**src/rtl/alu_arbiter_if.sv**
```systemverilog
// Bundle of both requester channels plus the shared-alu port of alu_arbiter.
// The slave modport is the arbiter's view; master is the requesters/alu side.
interface alu_arbiter_if #(
    parameter int unsigned WIDTH = 8,
    parameter int unsigned SEL_W = 4
);
    logic             req0_valid;
    logic             req0_ready;
    logic [WIDTH-1:0] req0_a;
    logic [WIDTH-1:0] req0_b;
    logic [SEL_W-1:0] req0_sel;
    logic             rsp0_valid;
    logic             rsp0_ready;

    logic             req1_valid;
    logic             req1_ready;
    logic [WIDTH-1:0] req1_a;
    logic [WIDTH-1:0] req1_b;
    logic [SEL_W-1:0] req1_sel;
    logic             rsp1_valid;
    logic             rsp1_ready;

    logic [WIDTH-1:0] rsp_out;
    logic             rsp_zero;
    logic             rsp_err;

    logic [WIDTH-1:0] alu_a;
    logic [WIDTH-1:0] alu_b;
    logic [SEL_W-1:0] alu_sel;
    logic [WIDTH-1:0] alu_out;
    logic             alu_zero;

    modport slave (
        input  req0_valid, req0_a, req0_b, req0_sel, rsp0_ready,
        input  req1_valid, req1_a, req1_b, req1_sel, rsp1_ready,
        input  alu_out, alu_zero,
        output req0_ready, rsp0_valid, req1_ready, rsp1_valid,
        output rsp_out, rsp_zero, rsp_err,
        output alu_a, alu_b, alu_sel
    );

    modport master (
        output req0_valid, req0_a, req0_b, req0_sel, rsp0_ready,
        output req1_valid, req1_a, req1_b, req1_sel, rsp1_ready,
        output alu_out, alu_zero,
        input  req0_ready, rsp0_valid, req1_ready, rsp1_valid,
        input  rsp_out, rsp_zero, rsp_err,
        input  alu_a, alu_b, alu_sel
    );
endinterface

```
**src/rtl/alu_arbiter.sv**
```systemverilog
// Round-robin sharing of one combinational alu between two valid/ready requesters.
// Define ALU_ARB_OPCHK_EN to reject illegal opcodes with RspErr instead of running them.
module alu_arbiter #(
    parameter int unsigned WIDTH = 8,
    parameter int unsigned SEL_W = 4
) (
    input logic           clk,
    input logic           rst,
    alu_arbiter_if.slave  bus
);

    typedef enum logic [1:0] {StIdle, StExec, StResp} state_e;

    state_e           state_q, state_d;
    logic             last_gnt_q, last_gnt_d;
    logic             owner_q, owner_d;
    logic [WIDTH-1:0] alu_a_q, alu_a_d;
    logic [WIDTH-1:0] alu_b_q, alu_b_d;
    logic [SEL_W-1:0] alu_sel_q, alu_sel_d;
    logic [WIDTH-1:0] rsp_out_q, rsp_out_d;
    logic             rsp_zero_q, rsp_zero_d;
    logic             rsp_err_q, rsp_err_d;

    logic             gnt;
    logic             hs;
    logic             opc_ok;
    logic [WIDTH-1:0] gnt_a;
    logic [WIDTH-1:0] gnt_b;
    logic [SEL_W-1:0] gnt_sel;

    // On a tie the requester that did not win last time is granted.
    always_comb begin
        gnt     = (bus.req0_valid && bus.req1_valid) ? ~last_gnt_q : bus.req1_valid;
        hs      = (state_q == StIdle) && (bus.req0_valid || bus.req1_valid);
        gnt_a   = gnt ? bus.req1_a   : bus.req0_a;
        gnt_b   = gnt ? bus.req1_b   : bus.req0_b;
        gnt_sel = gnt ? bus.req1_sel : bus.req0_sel;
    end

`ifdef ALU_ARB_OPCHK_EN
    always_comb begin
        opc_ok = (gnt_sel == SEL_W'(4'b0000)) || (gnt_sel == SEL_W'(4'b0001)) ||
                 (gnt_sel == SEL_W'(4'b0010)) || (gnt_sel == SEL_W'(4'b0110));
    end
`else
    assign opc_ok = 1'b1;
`endif

    always_comb begin
        state_d    = state_q;
        last_gnt_d = last_gnt_q;
        owner_d    = owner_q;
        alu_a_d    = alu_a_q;
        alu_b_d    = alu_b_q;
        alu_sel_d  = alu_sel_q;
        rsp_out_d  = rsp_out_q;
        rsp_zero_d = rsp_zero_q;
        rsp_err_d  = rsp_err_q;
        unique case (state_q)
            StIdle: begin
                if (hs) begin
                    last_gnt_d = gnt;
                    owner_d    = gnt;
                    if (opc_ok) begin
                        alu_a_d   = gnt_a;
                        alu_b_d   = gnt_b;
                        alu_sel_d = gnt_sel;
                        state_d   = StExec;
                    end else begin
                        // Rejected op answers directly; alu operand registers keep old values.
                        rsp_out_d  = '0;
                        rsp_zero_d = 1'b0;
                        rsp_err_d  = 1'b1;
                        state_d    = StResp;
                    end
                end
            end
            StExec: begin
                rsp_out_d  = bus.alu_out;
                rsp_zero_d = bus.alu_zero;
                rsp_err_d  = 1'b0;
                state_d    = StResp;
            end
            StResp: begin
                if (owner_q ? bus.rsp1_ready : bus.rsp0_ready) begin
                    state_d = StIdle;
                end
            end
            default: state_d = StIdle;
        endcase
    end

    always_ff @(posedge clk) begin
        if (rst) begin
            state_q    <= StIdle;
            last_gnt_q <= 1'b1;
            owner_q    <= 1'b0;
            alu_a_q    <= '0;
            alu_b_q    <= '0;
            alu_sel_q  <= '0;
            rsp_out_q  <= '0;
            rsp_zero_q <= 1'b0;
            rsp_err_q  <= 1'b0;
        end else begin
            state_q    <= state_d;
            last_gnt_q <= last_gnt_d;
            owner_q    <= owner_d;
            alu_a_q    <= alu_a_d;
            alu_b_q    <= alu_b_d;
            alu_sel_q  <= alu_sel_d;
            rsp_out_q  <= rsp_out_d;
            rsp_zero_q <= rsp_zero_d;
            rsp_err_q  <= rsp_err_d;
        end
    end

    assign bus.req0_ready = ~rst & hs & ~gnt;
    assign bus.req1_ready = ~rst & hs & gnt;
    assign bus.rsp0_valid = ~rst & (state_q == StResp) & ~owner_q;
    assign bus.rsp1_valid = ~rst & (state_q == StResp) & owner_q;
    assign bus.rsp_out    = rsp_out_q;
    assign bus.rsp_zero   = rsp_zero_q;
    assign bus.rsp_err    = rsp_err_q;
    assign bus.alu_a      = alu_a_q;
    assign bus.alu_b      = alu_b_q;
    assign bus.alu_sel    = alu_sel_q;

endmodule

```
**src/flat_wrapper.sv**
```systemverilog
// flat-port wrapper written by rule: the top's interface ports become plain ports
module alu_arbiter_flat 
#(
    parameter int unsigned WIDTH = 8,
    parameter int unsigned SEL_W = 4
)
  (clk, rst, bus_req0_valid, bus_req0_a, bus_req0_b, bus_req0_sel, bus_rsp0_ready, bus_req1_valid, bus_req1_a, bus_req1_b, bus_req1_sel, bus_rsp1_ready, bus_alu_out, bus_alu_zero, bus_req0_ready, bus_rsp0_valid, bus_req1_ready, bus_rsp1_valid, bus_rsp_out, bus_rsp_zero, bus_rsp_err, bus_alu_a, bus_alu_b, bus_alu_sel);
  alu_arbiter_if #(.WIDTH(WIDTH), .SEL_W(SEL_W)) bus_i ();
  input logic clk;
  input logic rst;
  input wire logic [$bits(bus_i.req0_valid)-1:0] bus_req0_valid;
  input wire logic [$bits(bus_i.req0_a)-1:0] bus_req0_a;
  input wire logic [$bits(bus_i.req0_b)-1:0] bus_req0_b;
  input wire logic [$bits(bus_i.req0_sel)-1:0] bus_req0_sel;
  input wire logic [$bits(bus_i.rsp0_ready)-1:0] bus_rsp0_ready;
  input wire logic [$bits(bus_i.req1_valid)-1:0] bus_req1_valid;
  input wire logic [$bits(bus_i.req1_a)-1:0] bus_req1_a;
  input wire logic [$bits(bus_i.req1_b)-1:0] bus_req1_b;
  input wire logic [$bits(bus_i.req1_sel)-1:0] bus_req1_sel;
  input wire logic [$bits(bus_i.rsp1_ready)-1:0] bus_rsp1_ready;
  input wire logic [$bits(bus_i.alu_out)-1:0] bus_alu_out;
  input wire logic [$bits(bus_i.alu_zero)-1:0] bus_alu_zero;
  output wire logic [$bits(bus_i.req0_ready)-1:0] bus_req0_ready;
  output wire logic [$bits(bus_i.rsp0_valid)-1:0] bus_rsp0_valid;
  output wire logic [$bits(bus_i.req1_ready)-1:0] bus_req1_ready;
  output wire logic [$bits(bus_i.rsp1_valid)-1:0] bus_rsp1_valid;
  output wire logic [$bits(bus_i.rsp_out)-1:0] bus_rsp_out;
  output wire logic [$bits(bus_i.rsp_zero)-1:0] bus_rsp_zero;
  output wire logic [$bits(bus_i.rsp_err)-1:0] bus_rsp_err;
  output wire logic [$bits(bus_i.alu_a)-1:0] bus_alu_a;
  output wire logic [$bits(bus_i.alu_b)-1:0] bus_alu_b;
  output wire logic [$bits(bus_i.alu_sel)-1:0] bus_alu_sel;
  assign bus_i.req0_valid = bus_req0_valid;
  assign bus_i.req0_a = bus_req0_a;
  assign bus_i.req0_b = bus_req0_b;
  assign bus_i.req0_sel = bus_req0_sel;
  assign bus_i.rsp0_ready = bus_rsp0_ready;
  assign bus_i.req1_valid = bus_req1_valid;
  assign bus_i.req1_a = bus_req1_a;
  assign bus_i.req1_b = bus_req1_b;
  assign bus_i.req1_sel = bus_req1_sel;
  assign bus_i.rsp1_ready = bus_rsp1_ready;
  assign bus_i.alu_out = bus_alu_out;
  assign bus_i.alu_zero = bus_alu_zero;
  assign bus_req0_ready = bus_i.req0_ready;
  assign bus_rsp0_valid = bus_i.rsp0_valid;
  assign bus_req1_ready = bus_i.req1_ready;
  assign bus_rsp1_valid = bus_i.rsp1_valid;
  assign bus_rsp_out = bus_i.rsp_out;
  assign bus_rsp_zero = bus_i.rsp_zero;
  assign bus_rsp_err = bus_i.rsp_err;
  assign bus_alu_a = bus_i.alu_a;
  assign bus_alu_b = bus_i.alu_b;
  assign bus_alu_sel = bus_i.alu_sel;
  alu_arbiter #(.WIDTH(WIDTH), .SEL_W(SEL_W)) u_core (.clk(clk), .rst(rst), .bus(bus_i));
endmodule
```
**config.mk**
```make
export PLATFORM = sky130hd
export DESIGN_NAME = alu_arbiter_flat
export DESIGN_NICKNAME = d
export VERILOG_FILES = /design/src/rtl/alu_arbiter_if.sv /design/src/rtl/alu_arbiter.sv /design/src/flat_wrapper.sv
export SDC_FILE = /design/constraint.sdc
export NUM_CORES = 1
export LEC_CHECK = 0
export CAP_MARGIN = 20
export CORE_ASPECT_RATIO = 0.5
export CORE_MARGIN = 10
export CORE_UTILIZATION = 32
export CTS_CLUSTER_DIAMETER = 50
export DETAILED_ROUTE_END_ITERATION = 10
export PLACE_DENSITY = 0.76
export RECOVER_POWER = 50
export SKIP_CTS_REPAIR_TIMING = 1
export SLEW_MARGIN = 25
export SYNTH_ARGS = -nofsm -noshare
export SYNTH_HDL_FRONTEND = slang
export SYNTH_SLANG_ARGS = --single-unit
```
**constraint.sdc**
```tcl
create_clock -name clk -period 1.25 [get_ports clk]
set_input_delay 0.1875 -clock clk [delete_from_list [all_inputs] [get_ports clk]]
set_output_delay 0.1875 -clock clk [all_outputs]
set_load 0.02 [all_outputs]
```
# Word-level counts from Yosys, hierarchy flattened
# Cells that the tools add are included.
[word_totals] register_bits=33 input_bits=55 out_inout_bits=34 word_cells=36
[classes] eq_ne=4 mux=8 bitwise_logic=10 n_reduce_logical=6
[op_table] cell="$mux W8" count=2
[op_table] cell="$and A1 B1 Y1" count=6
[op_table] cell="$pmux W2 S3" count=1
[op_table] cell="$mux W2" count=2
[op_table] cell="$mux W4" count=1
[op_table] cell="$ne A2 B1 Y1 const B" count=2
[op_table] cell="$not A1 Y1" count=4
[op_table] cell="$reduce_and A2 Y1" count=2
[op_table] cell="$eq A2 B1 Y1 const B" count=1
[op_table] cell="$eq A2 B2 Y1 const B" count=1
[op_table] cell="$logic_and A1 B1 Y1" count=2
[op_table] cell="$logic_not A2 Y1" count=1
[op_table] cell="$mux W1" count=2
[op_table] cell="$logic_or A1 B1 Y1" count=1

# Longest topological paths before layout
[logic_depth] ltp_word=4 ltp_mapped=5 ltp_nobuf=3

# Worst setup path before layout
# No wires, ideal clock.
[synth_timing] kind="reg-to-reg" start="reg u_core.state_q[0]" end="reg u_core.alu_a_q[7] (netlist: u_core.bus.alu_a[7])" arrival_ps=1255 setup_slack_ps=-127 path_stages_with_launch=6 path_buffers=2 path_cell_list="dfxtp_1 nor3_2 and3_1 buf_2 buf_6 a221o_1"
[synth_between] elab_chain_len=3
[synth_lines] element="start: declaration" line="alu_arbiter.sv:14" rtl="state_e state_q, state_d;"
[synth_lines] element="start signal: assignment" line="alu_arbiter.sv:95" rtl="state_q <= StIdle;"
[synth_lines] element="start signal: assignment" line="alu_arbiter.sv:105" rtl="state_q <= state_d;"
[synth_lines] element="$logic_not A2 Y1 *" line="alu_arbiter.sv:34, alu_arbiter.sv:59"
[synth_lines] element="$logic_and A1 B1 Y1" line="alu_arbiter.sv:34" rtl="hs = (state_q == StIdle) && (bus.req0_valid || bus.req1_valid);"
[synth_lines] element="$reduce_and A2 Y1 (no source line) *"
[synth_lines] element="end signal: assignment" line="alu_arbiter.sv:108" rtl="alu_a_q <= alu_a_d;"
[synth_lines] element="end: declaration" line="alu_arbiter.sv:17" rtl="logic [WIDTH-1:0] alu_a_q, alu_a_d;"
# Every way passes the cells marked *; elsewhere a longest branch is shown, timed or not.
# A chain may end at the register's enable or synchronous reset.

# Worst setup path in the final report
[layout_timing] start="reg u_core.state_q[0]" end="out bus_rsp1_valid"
[layout_between] elab_chain_len=3
[layout_lines] element="$eq A2 B2 Y1" line="alu_arbiter.sv:120" rtl="assign bus.rsp1_valid = ~rst & (state_q == StResp) & owner_q;"
[layout_lines] element="$and A1 B1 Y1 (2 in a row)" line="alu_arbiter.sv:120"
[layout_lines] element="end: declaration" line="flat_wrapper.sv:26" rtl="output wire logic [$bits(bus_i.rsp1_valid)-1:0] bus_rsp1_valid;"
# No other way between the ends.

==> results by group <==
Timing
  – Tmin final: 1.412 ns
  – Maximum clock rate: between 700 and 800 MHz
  – Final worst slack: -0.1618 ns
  – Worst hold slack: around 0.45 ns
  – Hold Fails Final Rpt: 0
  – Final Skew: between 0.003 and 0.004 ns
  – Final Cycle Share: 112.9%
  – Slew Viols, Final: 0
  – RSZ-0062 raised after global routing: yes
  – Setup Viol. Count Final: 20

Yosys
  – Async S/R FF share, synth: 0%
  – Synth top area share: slightly below 50%
  – Yosys top cell by area: dfxtp_1
  – FF+latch count, synth: 33
  – Top cells by area, synth: dfxtp_1, a221o_1, and3_1
  – Commonest cells in the netlist: dfxtp_1, nand2_1, a21oi_1, and3_1, a221o_1
  – Synth Area per Inst: slightly below 10 sq um
  – Number of synthesized flops with an enable pin: 0
  – Ys Warns: 0
  – Mapped Cells: ~140
  – Syn nets: between 150 and 200
  – Sequential-to-total area share from yosys stat: about half
  – Yosys cell types: 27
  – Mapped Area: 1338 sq um
  – Predominant post-synthesis flop cell: dfxtp_1
  – Most instantiated library cell after synthesis: dfxtp_1

Placed design
  – Worst slack, placed: -0.6595 ns
  – Post-DP HPWL: 3799 um
  – Buffers added on ports: 87
  – GPL Wtd Cong: about 0.73
  – Placed insts: 284
  – Placed cell area: between 2000 and 2500 sq um

Die
  – Die Area: approximately 7300 sq um
  – Area of the core: roughly 4000 sq um
  – Die Height: approximately 66 um
  – Initial Util: between 30 and 40%
  – Rows: 16
  – Die width: between 100 and 150 um
  – Top Ports: 89

Clocking
  – CTS Buffer Depth: 2
  – Clk_lat worst skew: roughly 0.28 ns
  – TritonCTS Buffers: 5
  – Root Buffer: clkbuf_8
  – CTS tree: built
  – H-tree Lvls: 2
  – Clock slew at reported path FFs: ~0.060 ns
  – # clock sinks: 33

Worst setup path
  – CP Capture Type: primary output
  – Crit Path Class: reg -> out
  – CP startpoint kind: flop
  – CP max FO: 3
  – Critical Path RT: approximately 1.1 ns
  – WP data arrival: around 1.2 ns

Routing
  – DR vias: about 1,400
  – Vias per cell: roughly 4.8
  – First-pass DRT Iterations: 4
  – DRC: 0
  – Final antenna-violating net count: 0
  – DRT iter0 DRCs: 48
  – Total wire length: around 5100 um
  – Avg WL per Cell: ~17 um

Status
  – Failing checks: negative setup slack
  – Status: finished with violations

Global routing
  – GRT busiest layer: met2
  – Met1 Use GR: around an eighth
  – GRT Util Overall: between 10% and 20%
  – First-pass GRT wire length: 7500 um
  – Global Route met3 Usage: under 10%
  – Vias in the first global route: around 1,500
  – Initial antenna violation count: 0
  – Largest net degree at the start of global routing: 21
  – Global route total overflow: 0
  – GR Util met2: about a quarter

Job
  – Max Cap Viol: 0

Final layout
  – Final Cell Area: between 2000 and 3000 sq um
  – # diodes: 0
  – Layout Cells excl Fill: 294
  – Net count, final: roughly 300
  – Area delta synth->final: 87.00%
  – Layout fillers: roughly 320
  – Fraction of layout cells with a size suffix above 1: 20.83%

Power
  – Pwr Total: between 2 and 3 mW
  – Pleak: roughly 1.2 nW
  – Total power divided by cell area: around 1100 nW/um^2
  – Worst VDD drop: between 0.5 and 0.6 mV

Hold path
  – Tightest Hold Check Type: in -> reg
[logic make-up after synthesis]
| family | after synthesis | share of synthesized area, % |
|---|---|---|
| AO/OA/AOI/OAI | 39 | 21.80 |
| buffers and inverters | 14 | 5.238 |
| flip-flops | 33 | 49.39 |
| multiplexers | 6 | 4.490 |
| other | 1 | 0.2804 |
| AND/OR/NAND/NOR | 46 | 18.80 |
[state kept, by name, indices dropped and copies added, names as in the netlist]
register and cells:
u_core.last_gnt_q 1, u_core.owner_q 1, u_core.bus.rsp_out 8, u_core.bus.alu_a 8, u_core.bus.alu_b 8, u_core.state_q 2
u_core.bus.rsp_zero 1, u_core.bus.alu_sel 4
[worst paths after layout]
check,start,endpoint,slack [ns],cells past startpoint
setup / recovery,u_core.state_q[0]$_SDFFE_PP0P_,bus_rsp1_valid,-0.16,3
hold / removal,bus_alu_out[6],u_core.bus.rsp_out[6]$_SDFFE_PP0N_,0.45,3
setup reg to reg,u_core.state_q[0]$_SDFFE_PP0P_,u_core.bus.alu_sel[2]$_SDFFE_PP0P_,-0.12,6
hold reg to reg,u_core.bus.rsp_zero$_SDFFE_PP0N_,u_core.bus.rsp_zero$_SDFFE_PP0N_,0.45,2
[routing by layer]
layer,vias up,wire [um]
met2,36,2815
met4,0,65
li1,705,-
met3,6,202
met5,-,0
met1,661,2028
[layout by cell type, fill, tap and decap left out, types with 2 or more instances in the layout]
master / count
a221o_1: 15
buf_12: 2
a21oi_1: 12
dfxtp_1: 31
a211oi_2: 3
clkbuf_8: 5
a21oi_2: 4
dlymetal6s2s_1: 12
a211oi_1: 2
and2_4: 2
clkbuf_1: 23
clkdlybuf4s50_1: 51
buf_6: 11
and3_1: 15
dfxtp_4: 2
mux2i_1: 5
nand2_1: 18
buf_4: 9
[layout make-up]
cell class | instances | area, sq um | area share [%]
Inverter | 1 | 3.754 | 0.1501
Tap cell | 54 | 67.56 | 2.701
Timing Repair Buffer | 106 | 972.2 | 38.87
Multi-Input combinational cell | 92 | 709.4 | 28.36
Clock buffer | 8 | 80.08 | 3.202
Sequential cell | 33 | 668.1 | 26.71
[power by group]
group          leakage (nW)  total [mW]  internal (mW)  switching [mW]
registers             0.273        1.23           1.16          0.0673
clock network        0.0395       0.764          0.395           0.369
logic                 0.854       0.873          0.459           0.414
total                  1.17        2.86           2.01           0.850
[metrics by stage]
step	util [%]	TNS, ns
after global placement	60.16	-12.54
final	63.10	-2.014
after global routing	63.10	-2.848
after CTS	62.18	-11.44
after floorplan	-	-0.1570
after detailed placement	60.16	-12.90
[critical path, stage by stage, from the launching register on]
cell and delay, ns:
dfxtp_4 0.36, buf_12 0.13, nor4bb_2 0.26, buf_4 0.18
Note: power is estimated with default switching activity, not from simulation.
